## config.mk

```make
export PLATFORM = sky130hd
export DESIGN_NAME = uart_rx_push
export DESIGN_NICKNAME = d
export VERILOG_FILES = /design/src/rtl/uart_rx_push_pkg.sv /design/src/rtl/uart_rx_push_sync2.sv /design/src/rtl/uart_rx_push.sv
export VERILOG_INCLUDE_DIRS = /design/src /design/src/rtl
export SDC_FILE = /design/constraint.sdc
export NUM_CORES = 1
export LEC_CHECK = 0
export ABC_AREA = 1
export CAP_MARGIN = 20
export CORE_ASPECT_RATIO = 1.75
export CORE_MARGIN = 2
export CORE_UTILIZATION = 47
export CTS_CLUSTER_DIAMETER = 100
export DETAILED_ROUTE_END_ITERATION = 8
export PLACE_DENSITY_LB_ADDON = 0.15
export SYNTH_ARGS = -nofsm -noshare
export SYNTH_HDL_FRONTEND = slang
export SYNTH_SLANG_ARGS = --single-unit
export TNS_END_PERCENT = 20
```

## constraint.sdc

```tcl
create_clock -name clk -period 1.6 [get_ports clk]
set_input_delay 0.48 -clock clk [delete_from_list [all_inputs] [get_ports clk]]
set_output_delay 0.48 -clock clk [all_outputs]
set_load 0.02 [all_outputs]
```

## src/rtl/include.vh

```
// Shared lengths used across the UART receive path.
`ifndef UART_INCLUDE_VH
`define UART_INCLUDE_VH

// clk cycles per serial bit; must be at least 8
`define UART_CLK_PER_BIT 16

// payload bits per 8N1 frame
`define UART_DATA_BITS 8

`endif

```

## src/rtl/uart_rx_push_pkg.sv

```systemverilog
// Shared widths and helpers for the UART byte receiver / ring-buffer pusher.
package uart_rx_push_pkg;

  localparam int BYTE_W   = 8;
  localparam int BITCNT_W = 3;

  // Width of a counter that must hold clk_per_bit-1.
  function automatic int cnt_width(input int clk_per_bit);
    return (clk_per_bit > 2) ? $clog2(clk_per_bit) : 1;
  endfunction

endpackage

```

## src/rtl/uart_rx_push_sync2.sv

```systemverilog
// Two-flop synchronizer for the asynchronous serial line.
// Ports:
//   clk  - clock
//   rstn - synchronous active-low reset; both flops reset to the idle (high) level
//   d    - asynchronous input
//   q    - synchronized output
module uart_rx_push_sync2 (
  input  logic clk,
  input  logic rstn,
  input  logic d,
  output logic q
);

  logic sync_p0;
  logic sync_p1;

  always_ff @(posedge clk) begin
    if (!rstn) begin
      sync_p0 <= 1'b1;
      sync_p1 <= 1'b1;
    end else begin
      sync_p0 <= d;
      sync_p1 <= sync_p0;
    end
  end

  assign q = sync_p1;

endmodule

```

## src/rtl/uart_rx_push.sv

```systemverilog
// 8N1 UART receiver that forwards each received byte to a downstream ring
// buffer through a push_order / push_done handshake. A byte that completes
// while the previous one is still waiting for acceptance is dropped.
// Ports:
//   clk        - clock
//   rstn       - synchronous active-low reset
//   rxd        - asynchronous serial input, idles high, LSB first
//   push_order - one-cycle write request to the buffer
//   push_data  - byte to write (always equals the hold register)
//   push_done  - buffer acknowledge, one cycle after an accepted push_order
//   overrun    - one-cycle pulse when a received byte is dropped
//   frame_err  - one-cycle pulse when the stop bit samples low
`include "include.vh"

module uart_rx_push
  import uart_rx_push_pkg::*;
#(
  parameter int CLK_PER_BIT = `UART_CLK_PER_BIT
) (
  input  logic              clk,
  input  logic              rstn,
  input  logic              rxd,
  output logic              push_order,
  output logic [BYTE_W-1:0] push_data,
  input  logic              push_done,
  output logic              overrun,
  output logic              frame_err
);

  localparam int CNT_W = cnt_width(CLK_PER_BIT);
  localparam logic [CNT_W-1:0] HALF_LAST = CNT_W'(CLK_PER_BIT / 2 - 1);
  localparam logic [CNT_W-1:0] BIT_LAST  = CNT_W'(CLK_PER_BIT - 1);

  typedef enum logic [2:0] {
    R_IDLE,
    R_START,
    R_DATA,
    R_STOP,
    R_BREAK
  } rx_state_t;

  typedef enum logic [1:0] {
    P_IDLE,
    P_REQ,
    P_WAIT
  } push_state_t;

  logic                rx_s;
  rx_state_t           rx_state;
  logic [CNT_W-1:0]    cnt;
  logic [BITCNT_W-1:0] bitcnt;
  logic [BYTE_W-1:0]   shift;
  logic                byte_vld_p0;

  push_state_t         p_state;
  logic                pending;
  logic [BYTE_W-1:0]   hold;

  // ---- stage: line synchronization ----
  uart_rx_push_sync2 u_sync2 (
    .clk  (clk),
    .rstn (rstn),
    .d    (rxd),
    .q    (rx_s)
  );

  // ---- stage: receive FSM (never stalls on the push side) ----
  always_ff @(posedge clk) begin
    if (!rstn) begin
      rx_state    <= R_IDLE;
      cnt         <= '0;
      bitcnt      <= '0;
      shift       <= '0;
      byte_vld_p0 <= 1'b0;
      frame_err   <= 1'b0;
    end else begin
      byte_vld_p0 <= 1'b0;
      frame_err   <= 1'b0;
      case (rx_state)
        R_IDLE: begin
          if (!rx_s) begin
            cnt      <= '0;
            rx_state <= R_START;
          end
        end
        R_START: begin
          // Re-check the line mid start bit; a high level means a glitch.
          if (cnt == HALF_LAST) begin
            cnt      <= '0;
            bitcnt   <= '0;
            rx_state <= rx_s ? R_IDLE : R_DATA;
          end else begin
            cnt <= cnt + CNT_W'(1);
          end
        end
        R_DATA: begin
          if (cnt == BIT_LAST) begin
            cnt           <= '0;
            shift[bitcnt] <= rx_s;
            if (bitcnt == BITCNT_W'(BYTE_W - 1)) begin
              rx_state <= R_STOP;
            end else begin
              bitcnt <= bitcnt + BITCNT_W'(1);
            end
          end else begin
            cnt <= cnt + CNT_W'(1);
          end
        end
        R_STOP: begin
          if (cnt == BIT_LAST) begin
            cnt <= '0;
            if (rx_s) begin
              byte_vld_p0 <= 1'b1;
              rx_state    <= R_IDLE;
            end else begin
              frame_err <= 1'b1;
              rx_state  <= R_BREAK;
            end
          end else begin
            cnt <= cnt + CNT_W'(1);
          end
        end
        R_BREAK: begin
          if (rx_s) begin
            rx_state <= R_IDLE;
          end
        end
        default: rx_state <= R_IDLE;
      endcase
    end
  end

  // ---- stage: hold register and push handshake ----
  // pending is tested before any clear in the same cycle, so a byte that
  // completes while P_WAIT is being acknowledged is still an overrun.
  always_ff @(posedge clk) begin
    if (!rstn) begin
      p_state    <= P_IDLE;
      pending    <= 1'b0;
      hold       <= '0;
      push_order <= 1'b0;
      overrun    <= 1'b0;
    end else begin
      overrun <= 1'b0;
      if (byte_vld_p0) begin
        if (pending) begin
          overrun <= 1'b1;
        end else begin
          hold    <= shift;
          pending <= 1'b1;
        end
      end
      case (p_state)
        P_IDLE: begin
          if (pending) begin
            p_state    <= P_REQ;
            push_order <= 1'b1;
          end
        end
        P_REQ: begin
          push_order <= 1'b0;
          p_state    <= P_WAIT;
        end
        P_WAIT: begin
          if (push_done) begin
            pending <= 1'b0;
            p_state <= P_IDLE;
          end else begin
            p_state    <= P_REQ;
            push_order <= 1'b1;
          end
        end
        default: begin
          p_state    <= P_IDLE;
          push_order <= 1'b0;
        end
      endcase
    end
  end

  assign push_data = hold;

endmodule
```

==> impl_metrics.ini <==
[clock_tree]
cts_sinks = 35
clockBufferDepth = 2
holdBufCountCts = 0
cts_root_buf = clkbuf_8
clock_latency_ns = 0.30
clkTransAtPathRegs_ns = 0.08
cts-htree-levels = 2
post_cts_buffers = 0
cts_tree = yes
post_cts_resized = 11
cts_buffers = 5

[layout]
nNetsFinal = 249
stdcell_count = 286
antennaDiodeCount = 0
drive_above_1_share_pct = 11.1
final_core_util_pct = 58.7
fill_cells = 338
syn_to_final_growth_pct = 18.6

[global_route]
antenna_found_initial = 0
grt_pass1_wl_um = 5550
first_global_vias = 1294
grt_max_degree = 25
grt_overflow = 0
grt.total_usage_pct = 20.8

[sta]
timing.fmax_ghz = 0.663
tightest_slew_ns = 0.319
fin_skew_ns = 0.00662
slew_violations = 0
min_period_ns = 1.51
fin_crit_sh_pct = 94.3
slew_headroom_pct = 78.7
finalHoldViolations = 0
setup_violations = 0
fin_ws_ns = 0.0906
tns_ns = 0

[setup_path]
r2r-end = shift[0]
worstSetupPathType = reg2reg
reg2regPathDepth = 6
crit_chain = ha_1 > nand3_1 > nor2_1 > nand3_1 > o21ai_0 > a21oi_1
rr_startpoint = cnt[0]
start_kind = register
critPathTopFamily = simple AND/OR/NAND/NOR gates
cpPeakStageDelay_ns = 0.38
cp_max_fo = 4
reg2reg_slack_ns = 0.09
crit_top_cell = nand3_1
timing.critical_path.buf_inv = 0
startpoint = cnt[0]
arrival_ns = 1.70
cp.required_ns = 1.79
path_depth = 6
worstSetupEndpoint = shift[0]
cp_slowest_cell = dfxtp_1
cp-end-kind = register

[placed_design]
io_buffers = 14
place_inst = 278
pre_cts_slack_ns = 0.0916
hpwl_um = 2470
place.gp.congestion = 0.837

[power]
leakagePower_nw = 0.856
vdd_drop_max_uv = 893
cellPowerDensity_nw_per_um2 = 1420
p_total_mw = 2.64

[route]
firstDrtPassIters = 4
drc = 0
via_per_inst = 4.87
num_vias = 1392
drt-total-wl_um = 3340
ant_nets = 0
wire_per_inst_um = 11.7
initialDrtViolationCount = 22

[die]
fp.dieArea_um2 = 3840
chipHeight_um = 80.5
rows = 27
die_x_um = 47.7
io_pins = 15
initial_core_util_pct = 49.4
core_area_um2 = 3180

[synth]
synth-main-ff-cell = dfxtp_1
syn-cell-area_um2 = 1570
synth_seq_area_share_pct = 44.6
ys_async_sr_fraction_pct = 0
ys_types = 24
synth_edf_count = 0
yosys_warnings = 0
avgSynthCellArea_um2 = 7.17
synth_fp_nets = 226
ys_seq_elements = 35
synthCells = 219

[run_status]
outcome = finished, final reports clean

[run]
cap_violations = 0

[hold_path]
hold_class = reg2reg
==> registers in the layout, indices dropped and copies added, names as in the netlist, 2 cells and up <==
name	flops
bitcnt	3
cnt	4
p_state	2
push_data	8
rx_state	3
shift	8
==> worst reg2reg max path, stage by stage, from the launching register on <==
cell and delay, ns:
dfxtp_1 0.38, ha_1 0.21, nand3_1 0.18, nor2_1 0.20, nand3_1 0.15, o21ai_0 0.22
a21oi_1 0.06
==> worst min path at each step <==
stage                          startpoint         to  slack [ns]  depth (start not counted)
final                     u_sync2.sync_p0  u_sync2.q        0.42                          1
after global routing      u_sync2.sync_p0  u_sync2.q        0.44                          1
after CTS                 u_sync2.sync_p0  u_sync2.q        0.43                          1
after detailed placement  u_sync2.sync_p0  u_sync2.q        0.41                          1
after floorplan           u_sync2.sync_p0  u_sync2.q        0.39                          1
after global placement    u_sync2.sync_p0  u_sync2.q        0.41                          1
==> synthesized netlist by cell type (2+ instances only) <==
cell type   n  area, um2
nor2_1     49        184
nand2_1    39        146
dfxtp_1    35        701
inv_1      22       82.6
o21ai_0    16       80.1
nand3_1    14       70.1
a21oi_1     9       45.0
nor3_1      9       45.0
nor2_2      5       31.3
clkbuf_1    3       11.3
ha_1        3       37.5
nor4_1      2       12.5
or2_2       2       12.5
==> layout by cell type, fill, tap and decap left out, drive strengths merged, types with 2 or more instances in the layout <==
cell / synthesis / layout
clkdlybuf4s50: 0 / 3
nor3: 9 / 9
nor2: 56 / 56
inv: 23 / 23
dfxtp: 35 / 35
nor4: 2 / 2
nand3: 15 / 15
a21oi: 9 / 9
nand2: 40 / 40
or2: 2 / 2
o21ai: 16 / 16
dlygate4sd2: 0 / 11
ha: 3 / 3
buf: 1 / 7
clkbuf: 4 / 6
==> per-layer routing <==
layer / track usage (%) / routed length, um
met1: 22.2 / 1380
met2: 33.7 / 1740
met3: 6.07 / 97
met4: 12.4 / 113
met5: 0 / 0
==> logic make-up (layout without fill, tap and decap cells) <==
| kind of cell | count (synthesis) | count (layout) | share of synthesized area, % |
|---|---|---|---|
| xor+xnor | 1 | 1 | 0.558 |
| buf+inv | 28 | 52 | 7.57 |
| fa+ha+maj | 3 | 3 | 2.39 |
| flops | 35 | 35 | 44.6 |
| compound gates | 28 | 28 | 9.56 |
| simple gates | 124 | 124 | 35.3 |
==> per-stage QoR <==
stage	hold slack, ns	instance area [um2]
global route	0.440	1860
finish	0.421	1860
global placement	0.412	1780
detailed placement	0.406	1780
CTS	0.432	1860
floorplan	0.392	1570
==> power by group <==
group | total (mW) | internal, mW | leakage [nW] | switching, mW
registers | 1.06 | 0.955 | 0.283 | 0.107
logic | 0.941 | 0.345 | 0.531 | 0.596
clock network | 0.641 | 0.304 | 0.0412 | 0.336
total | 2.64 | 1.60 | 0.856 | 1.04
==> cell type report <==
cell class / count / area [um2] / area share, %
Inverter: 23 / 86.3 / 4.63
Sequential cell: 35 / 701 / 37.6
Clock buffer: 6 / 72.6 / 3.90
Tap cell: 43 / 53.8 / 2.89
Timing Repair Buffer: 21 / 179 / 9.60
Clock inverter: 2 / 12.5 / 0.672
Multi-Input combinational cell: 156 / 758 / 40.7
Note: power is estimated with default switching activity, not from simulation.
